<file path="src/rtl/sfx_scheduler_pkg.sv">
// Shared music definitions: scheduler FSM encoding, default state codes and
// small priority helpers.
package sfx_scheduler_pkg;

    typedef enum logic [1:0] {
        StIdle = 2'd0,
        StLoad = 2'd1,
        StPlay = 2'd2
    } sfx_fsm_e;

    localparam logic [3:0] BgStateDefault   = 4'd0;
    localparam logic [3:0] SfxState0Default = 4'd1;
    localparam logic [3:0] SfxState1Default = 4'd2;
    localparam logic [3:0] SfxState2Default = 4'd3;
    localparam logic [3:0] SfxState3Default = 4'd4;
    localparam logic [7:0] DurDefault       = 8'd8;

    // Index 0 wins.
    function automatic logic [1:0] lowest_idx(input logic [3:0] v);
        logic [1:0] idx;
        if (v[0]) begin
            idx = 2'd0;
        end else if (v[1]) begin
            idx = 2'd1;
        end else if (v[2]) begin
            idx = 2'd2;
        end else begin
            idx = 2'd3;
        end
        return idx;
    endfunction

    function automatic logic [3:0] idx_onehot(input logic [1:0] i);
        return 4'b0001 << i;
    endfunction

endpackage

</file>
<file path="src/rtl/sfx_scheduler_tick_gen.sv">
// Beat tick divider: pulses tick once every TICK_DIV cycles after clear drops.
module tick_gen #(
    parameter int unsigned TICK_DIV = 12_500_000
) (
    input  logic clk,
    input  logic reset,
    input  logic clear,
    output logic tick
);

    localparam int unsigned W = $clog2(TICK_DIV);
    localparam logic [W-1:0] Last = W'(TICK_DIV - 1);

    logic [W-1:0] cnt_q;

    assign tick = (cnt_q == Last);

    always_ff @(posedge clk) begin
        if (reset || clear || tick) begin
            cnt_q <= '0;
        end else begin
            cnt_q <= cnt_q + 1'b1;
        end
    end

endmodule

</file>
<file path="src/rtl/sfx_scheduler.sv">
// Sound-effect scheduler: arbitrates one-cycle effect requests over the
// background music theme and drives a tone generator with registered outputs.
module sfx_scheduler
    import sfx_scheduler_pkg::*;
#(
    parameter int unsigned TICK_DIV   = 12_500_000,
    parameter logic [3:0]  BG_STATE   = BgStateDefault,
    parameter logic [3:0]  SFX_STATE0 = SfxState0Default,
    parameter logic [3:0]  SFX_STATE1 = SfxState1Default,
    parameter logic [3:0]  SFX_STATE2 = SfxState2Default,
    parameter logic [3:0]  SFX_STATE3 = SfxState3Default,
    parameter logic [7:0]  DUR0       = DurDefault,
    parameter logic [7:0]  DUR1       = DurDefault,
    parameter logic [7:0]  DUR2       = DurDefault,
    parameter logic [7:0]  DUR3       = DurDefault
) (
    input  logic       clk,
    input  logic       reset,
    input  logic       enable,
    input  logic [3:0] req,
    input  logic [1:0] pitch_in,
    output logic [3:0] state,
    output logic [1:0] pitch,
    output logic       music_rst,
    output logic [3:0] grant,
    output logic       busy,
    output logic       done
);

    sfx_fsm_e   fsm_q, fsm_d;
    logic [3:0] pending_q, pending_d;
    logic [1:0] cur_q, cur_d;
    logic [7:0] tick_cnt_q, tick_cnt_d;
    logic [3:0] state_q, state_d;
    logic [1:0] pitch_q, pitch_d;
    logic [3:0] grant_q, grant_d;
    logic       busy_q, busy_d;
    logic       music_rst_q, music_rst_d;
    logic       done_q, done_d;

    logic       tick;
    logic       tick_clear;
    logic       load;
    logic       finish;
    logic [1:0] win;
    logic       any_pending;

    function automatic logic [3:0] sfx_code(input logic [1:0] i);
        logic [3:0] code;
        unique case (i)
            2'd0:    code = SFX_STATE0;
            2'd1:    code = SFX_STATE1;
            2'd2:    code = SFX_STATE2;
            default: code = SFX_STATE3;
        endcase
        return code;
    endfunction

    function automatic logic [7:0] dur_of(input logic [1:0] i);
        logic [7:0] dur;
        unique case (i)
            2'd0:    dur = DUR0;
            2'd1:    dur = DUR1;
            2'd2:    dur = DUR2;
            default: dur = DUR3;
        endcase
        return dur;
    endfunction

    // Divider held at zero outside PLAY, so the k-th tick lands k*TICK_DIV after LOAD.
    assign tick_clear = (fsm_q != StPlay);

    tick_gen #(
        .TICK_DIV(TICK_DIV)
    ) u_tick_gen (
        .clk  (clk),
        .reset(reset),
        .clear(tick_clear),
        .tick (tick)
    );

    assign win         = lowest_idx(pending_q);
    assign any_pending = |pending_q;

    always_comb begin
        fsm_d       = fsm_q;
        cur_d       = cur_q;
        pending_d   = pending_q;
        tick_cnt_d  = tick_cnt_q;
        state_d     = state_q;
        pitch_d     = pitch_q;
        grant_d     = grant_q;
        busy_d      = busy_q;
        music_rst_d = 1'b0;
        done_d      = 1'b0;
        load        = 1'b0;
        finish      = 1'b0;

        unique case (fsm_q)
            StIdle: begin
                if (any_pending) begin
                    fsm_d = StLoad;
                    load  = 1'b1;
                end
            end
            StLoad: fsm_d = StPlay;
            StPlay: begin
                if (tick && (tick_cnt_q == dur_of(cur_q) - 8'd1)) begin
                    finish = 1'b1;
                    if (any_pending) begin
                        fsm_d = StLoad;
                        load  = 1'b1;
                    end else begin
                        fsm_d = StIdle;
                    end
                end else if (any_pending && (win < cur_q)) begin
                    fsm_d = StLoad;
                    load  = 1'b1;
                end
            end
            default: fsm_d = StIdle;
        endcase

        if (fsm_q == StLoad) begin
            tick_cnt_d = '0;
        end else if ((fsm_q == StPlay) && tick) begin
            tick_cnt_d = tick_cnt_q + 8'd1;
        end

        if (load) begin
            pending_d[win] = 1'b0;
            cur_d          = win;
            state_d        = sfx_code(win);
            pitch_d        = pitch_in;
            grant_d        = idx_onehot(win);
            busy_d         = 1'b1;
            music_rst_d    = 1'b1;
        end else if ((fsm_d == StIdle) && (fsm_q != StIdle)) begin
            state_d     = BG_STATE;
            grant_d     = '0;
            busy_d      = 1'b0;
            music_rst_d = 1'b1;
        end

        done_d    = finish;
        // A new request beats the clear of the index being loaded.
        pending_d = pending_d | req;

        if (!enable) begin
            fsm_d       = StIdle;
            cur_d       = cur_q;
            pending_d   = '0;
            tick_cnt_d  = '0;
            state_d     = BG_STATE;
            pitch_d     = pitch_q;
            grant_d     = '0;
            busy_d      = 1'b0;
            done_d      = 1'b0;
            music_rst_d = (fsm_q != StIdle);
        end
    end

    always_ff @(posedge clk) begin
        if (reset) begin
            fsm_q       <= StIdle;
            cur_q       <= '0;
            pending_q   <= '0;
            tick_cnt_q  <= '0;
            state_q     <= BG_STATE;
            pitch_q     <= '0;
            grant_q     <= '0;
            busy_q      <= 1'b0;
            music_rst_q <= 1'b0;
            done_q      <= 1'b0;
        end else begin
            fsm_q       <= fsm_d;
            cur_q       <= cur_d;
            pending_q   <= pending_d;
            tick_cnt_q  <= tick_cnt_d;
            state_q     <= state_d;
            pitch_q     <= pitch_d;
            grant_q     <= grant_d;
            busy_q      <= busy_d;
            music_rst_q <= music_rst_d;
            done_q      <= done_d;
        end
    end

    assign state     = state_q;
    assign pitch     = pitch_q;
    assign grant     = grant_q;
    assign busy      = busy_q;
    assign music_rst = music_rst_q;
    assign done      = done_q;

endmodule

</file>
<file path="config.mk">
export PLATFORM = sky130hd
export DESIGN_NAME = sfx_scheduler
export DESIGN_NICKNAME = d
export VERILOG_FILES = /design/src/rtl/sfx_scheduler_pkg.sv /design/src/rtl/sfx_scheduler_tick_gen.sv /design/src/rtl/sfx_scheduler.sv
export SDC_FILE = /design/constraint.sdc
export NUM_CORES = 1
export LEC_CHECK = 0
export ABC_AREA = 1
export BUFFER_PORTS_ARGS = -buffer_cell sky130_fd_sc_hd__buf_2
export CAP_MARGIN = 20
export CORE_UTILIZATION = 45
export DETAILED_ROUTE_END_ITERATION = 7
export SLEW_MARGIN = 20
export SYNTH_ARGS = -nofsm -noshare
export SYNTH_HDL_FRONTEND = slang
export SYNTH_SLANG_ARGS = --single-unit
</file>
<file path="constraint.sdc">
create_clock -name clk -period 2.3 [get_ports clk]
set_clock_uncertainty 0.1 [all_clocks]
set_input_delay 0.46 -clock clk [delete_from_list [all_inputs] [get_ports clk]]
set_output_delay 0.46 -clock clk [all_outputs]
set_load 0.02 [all_outputs]
</file>
==> impl_metrics.tcl <==
set metrics [dict create \
    status "completed" \
    ctsHtreeMaxLevel 2 \
    r2r-end "u_tick_gen.cnt_q[16]$_SDFF_PP0_" \
    post_cts_resized 0 \
    synth_area_sq_um 2590 \
    diodes 0 \
    arrival_ns 2.08 \
    final_cell_mix "nand2_1 (67), dfxtp_1 (51), inv_1 (46), nor2_1 (41), a21oi_1 (32)" \
    hold_viol_final 0 \
    finalNonFillerCells 455 \
    dpl_cell_area_sq_um 2770 \
    post-cts-setup-buffers 0 \
    path_max_fanout 11 \
    crit_path_end "u_tick_gen.cnt_q[16]$_SDFF_PP0_" \
    p_per_area_nw_per_um2 540 \
    setup_tns_ns 0 \
    rr_startpoint "u_tick_gen.cnt_q[0]$_SDFF_PP0_" \
    die_w_um 77.8 \
    cts_buffer_depth 2 \
    slowest_stage "dfxtp_1" \
    drc_errors 0 \
    synth_largest_area_cell "dfxtp_1" \
    grt_max_degree 15 \
    synth_top_area_share_pct 39.4 \
    ir_drop_uv 336 \
    drive_gt1_share_pct 14.1 \
    hpwl_um 4010 \
    cts_tree "built" \
    synth.distinct_cells 33 \
    synth_seq_cells 51 \
    grt_pass1_vias 2167 \
    track_usage_pct 19.0 \
    crit_path_start_kind "flip-flop" \
    antenna_found_initial 0 \
    syn_to_final_growth_pct 10.1 \
    die_area_sq_um 6060 \
    syn_area_per_cell_sq_um 7.23 \
    reg2reg_depth 9 \
    setup_violations 0 \
    cp_data_required_time_ns 2.39 \
    num_vias 2231 \
    io_pins 22 \
    totalWireLength_um 5240 \
    port_buffers 20 \
    drt-initial-drc-count 87 \
    numCtsBuffers 5 \
    clkTransAtPathRegs_ns 0.09 \
    firstDrtPassIters 4 \
    yosys_warnings 0 \
    seqPwrFrac_pct 59.0 \
    fmax_mhz 502 \
    critPathLaunch "u_tick_gen.cnt_q[0]$_SDFF_PP0_" \
    num_rows 27 \
    final_common_cell "nand2_1" \
    clockRootBuffer "clkbuf_8" \
    path_class "reg2reg" \
    core_area_sq_um 5540 \
    cap_violations 0 \
    synth_nets 374 \
    start_util_pct 46.7 \
    viasPerCell 4.90 \
    post-route-min-period_ns 1.99 \
    grt_pass1_wl_um 9200 \
    switching_share_pct 24.6 \
    hold_path_class "in2reg" \
    die_h_um 77.8 \
    end_kind "flip-flop" \
    synth_seq_area_share_pct 39.4 \
    hold_buffers 0 \
    grt_setup_unrepaired "false" \
    setup_ws_ns 0.308 \
    combPwrFrac_pct 8.7 \
    critPathMostFrequentCell "nand2_1" \
    p_int_uw 1160 \
    rrSetupSlack_ns 0.31 \
    wl_per_cell_um 11.5 \
    gp_congestion 0.892 \
    syn-instance-count 358 \
    cpPeakStageDelay_ns 0.36 \
    fin_area_sq_um 2850 \
    crit_path_cell_trace "ha_1 > nand2_1 > nor2_4 > nand2_2 > nor2_8 > nand2_1 > nand3_1 > buf_4 > nor2_1" \
    n_fill_cell 599 \
    path_buf_inv 1 \
    cts_sinks 51 \
    grt_overflow_total 0 \
    path_depth 9 \
    post-place-ws_ns 0.322 \
    final_nets 398 \
    p_leak_uw 0.00108 \
    critical-path-top-delay-family "simple AND/OR/NAND/NOR gates" \
    pwr-share-clk_pct 32.2 \
    ys_top_cells_by_area "dfxtp_1 (39%), nand2_1 (9.7%), inv_1 (6.7%)" \
    insertion_delay_ns 0.30 \
    dp.cells 447 \
    power_switching_uw 379 \
    antenna_left 0 \
    slew_viol_final 0 \
    post-route-period-util_pct 86.6 \
]
-- cell families after synthesis --
family,Yosys count,synth area share (%)
AO/OA/AOI/OAI,40,8.41
XOR/XNOR,8,2.71
adder cells (fa/ha/maj),7,3.38
buffers and inverters,56,8.55
flip-flops,51,39.4
other,1,0.145
AND/OR/NAND/NOR,195,37.4
-- tightest hold or removal path, delay by kind of cell --
family	cells	cell delay [ns]
buf+inv	1	0.08
simple gates	1	0.06
compound gates	1	0.03
-- worst min path at each step --
stage / startpoint / end / slack [ns] / cells past startpoint
after global placement: u_tick_gen.cnt_q[0]$_SDFF_PP0_ / u_tick_gen.cnt_q[0]$_SDFF_PP0_ / 0.33 / 1
after detailed placement: u_tick_gen.cnt_q[0]$_SDFF_PP0_ / u_tick_gen.cnt_q[0]$_SDFF_PP0_ / 0.33 / 1
after floorplan: u_tick_gen.cnt_q[0]$_SDFF_PP0_ / u_tick_gen.cnt_q[0]$_SDFF_PP0_ / 0.32 / 1
after CTS: req[3] / pending_q[3]$_SDFF_PP0_ / 0.26 / 3
after global routing: req[2] / pending_q[2]$_SDFF_PP0_ / 0.27 / 3
final: req[2] / pending_q[2]$_SDFF_PP0_ / 0.26 / 3
-- cell usage after synthesis --
| cell | number |
|---|---|
| dfxtp_1 | 51 |
| nand3_4 | 1 |
| clkinv_1 | 1 |
| nor2_2 | 2 |
| nor3b_1 | 9 |
| inv_2 | 3 |
| nand2_1 | 67 |
| nand2_2 | 4 |
| clkbuf_1 | 1 |
| or2_2 | 5 |
| buf_4 | 2 |
| nor2_1 | 41 |
| nand3_1 | 29 |
| a21oi_4 | 1 |
| ha_1 | 7 |
| o21ai_0 | 5 |
| buf_2 | 3 |
| conb_1 | 1 |
| inv_1 | 46 |
| a21oi_1 | 32 |
| o21ai_2 | 1 |
| nor3b_2 | 1 |
| xor2_1 | 8 |
| nor2_8 | 1 |
| and3_1 | 1 |
| nor3_1 | 13 |
| nor4_1 | 4 |
| nor3_2 | 1 |
| nand4_1 | 11 |
| o21bai_1 | 1 |
| nand2_4 | 2 |
| nor2_4 | 2 |
| nand3_2 | 1 |
-- metal layers --
layer	global-route usage [%]	routed length [um]	up-vias
li1	-	-	1199
met1	22.6	2480	991
met2	33.5	2540	34
met3	3.65	157	7
met4	7.17	67	0
met5	0	0	-
-- area by class of cell --
type / count / area (sq um) / share of cell area, %
flip-flops and latches: 51 / 1020 / 35.8
clock inverters: 1 / 5.00 / 0.176
repair buffers: 23 / 123 / 4.30
clock buffers: 7 / 76.3 / 2.68
well taps: 72 / 90.1 / 3.16
inverters: 50 / 188 / 6.59
multi-input cells: 251 / 1350 / 47.3
-- state kept, by name (all words and copies together) (netlist names) --
register / count
u_tick_gen.cnt_q: 24
tick_cnt_q: 8
grant: 4
pending_q: 4
cur_q: 2
fsm_q: 2
pitch: 2
state: 2
busy: 1
done: 1
music_rst: 1
-- power groups by stage --
stage	Combinational (uW)	Sequential (uW)	Clock, uW
4_1_cts	136	909	514
6_report	134	909	496
5_1_grt	153	911	553
2_1_floorplan	87.6	940	0
3_5_place_dp	135	929	0
3_3_place_gp	135	929	0
-- per-stage QoR --
stage / util (%) / total power, uW / hold WS (ns)
6_report: 51.4 / 1540 / 0.261
5_1_grt: 51.4 / 1620 / 0.269
4_1_cts: 51.4 / 1560 / 0.259
3_5_place_dp: 50.0 / 1060 / 0.334
3_3_place_gp: 50.0 / 1060 / 0.329
2_1_floorplan: - / 1030 / 0.318
No activity file was read; power rests on OpenSTA's default activity.
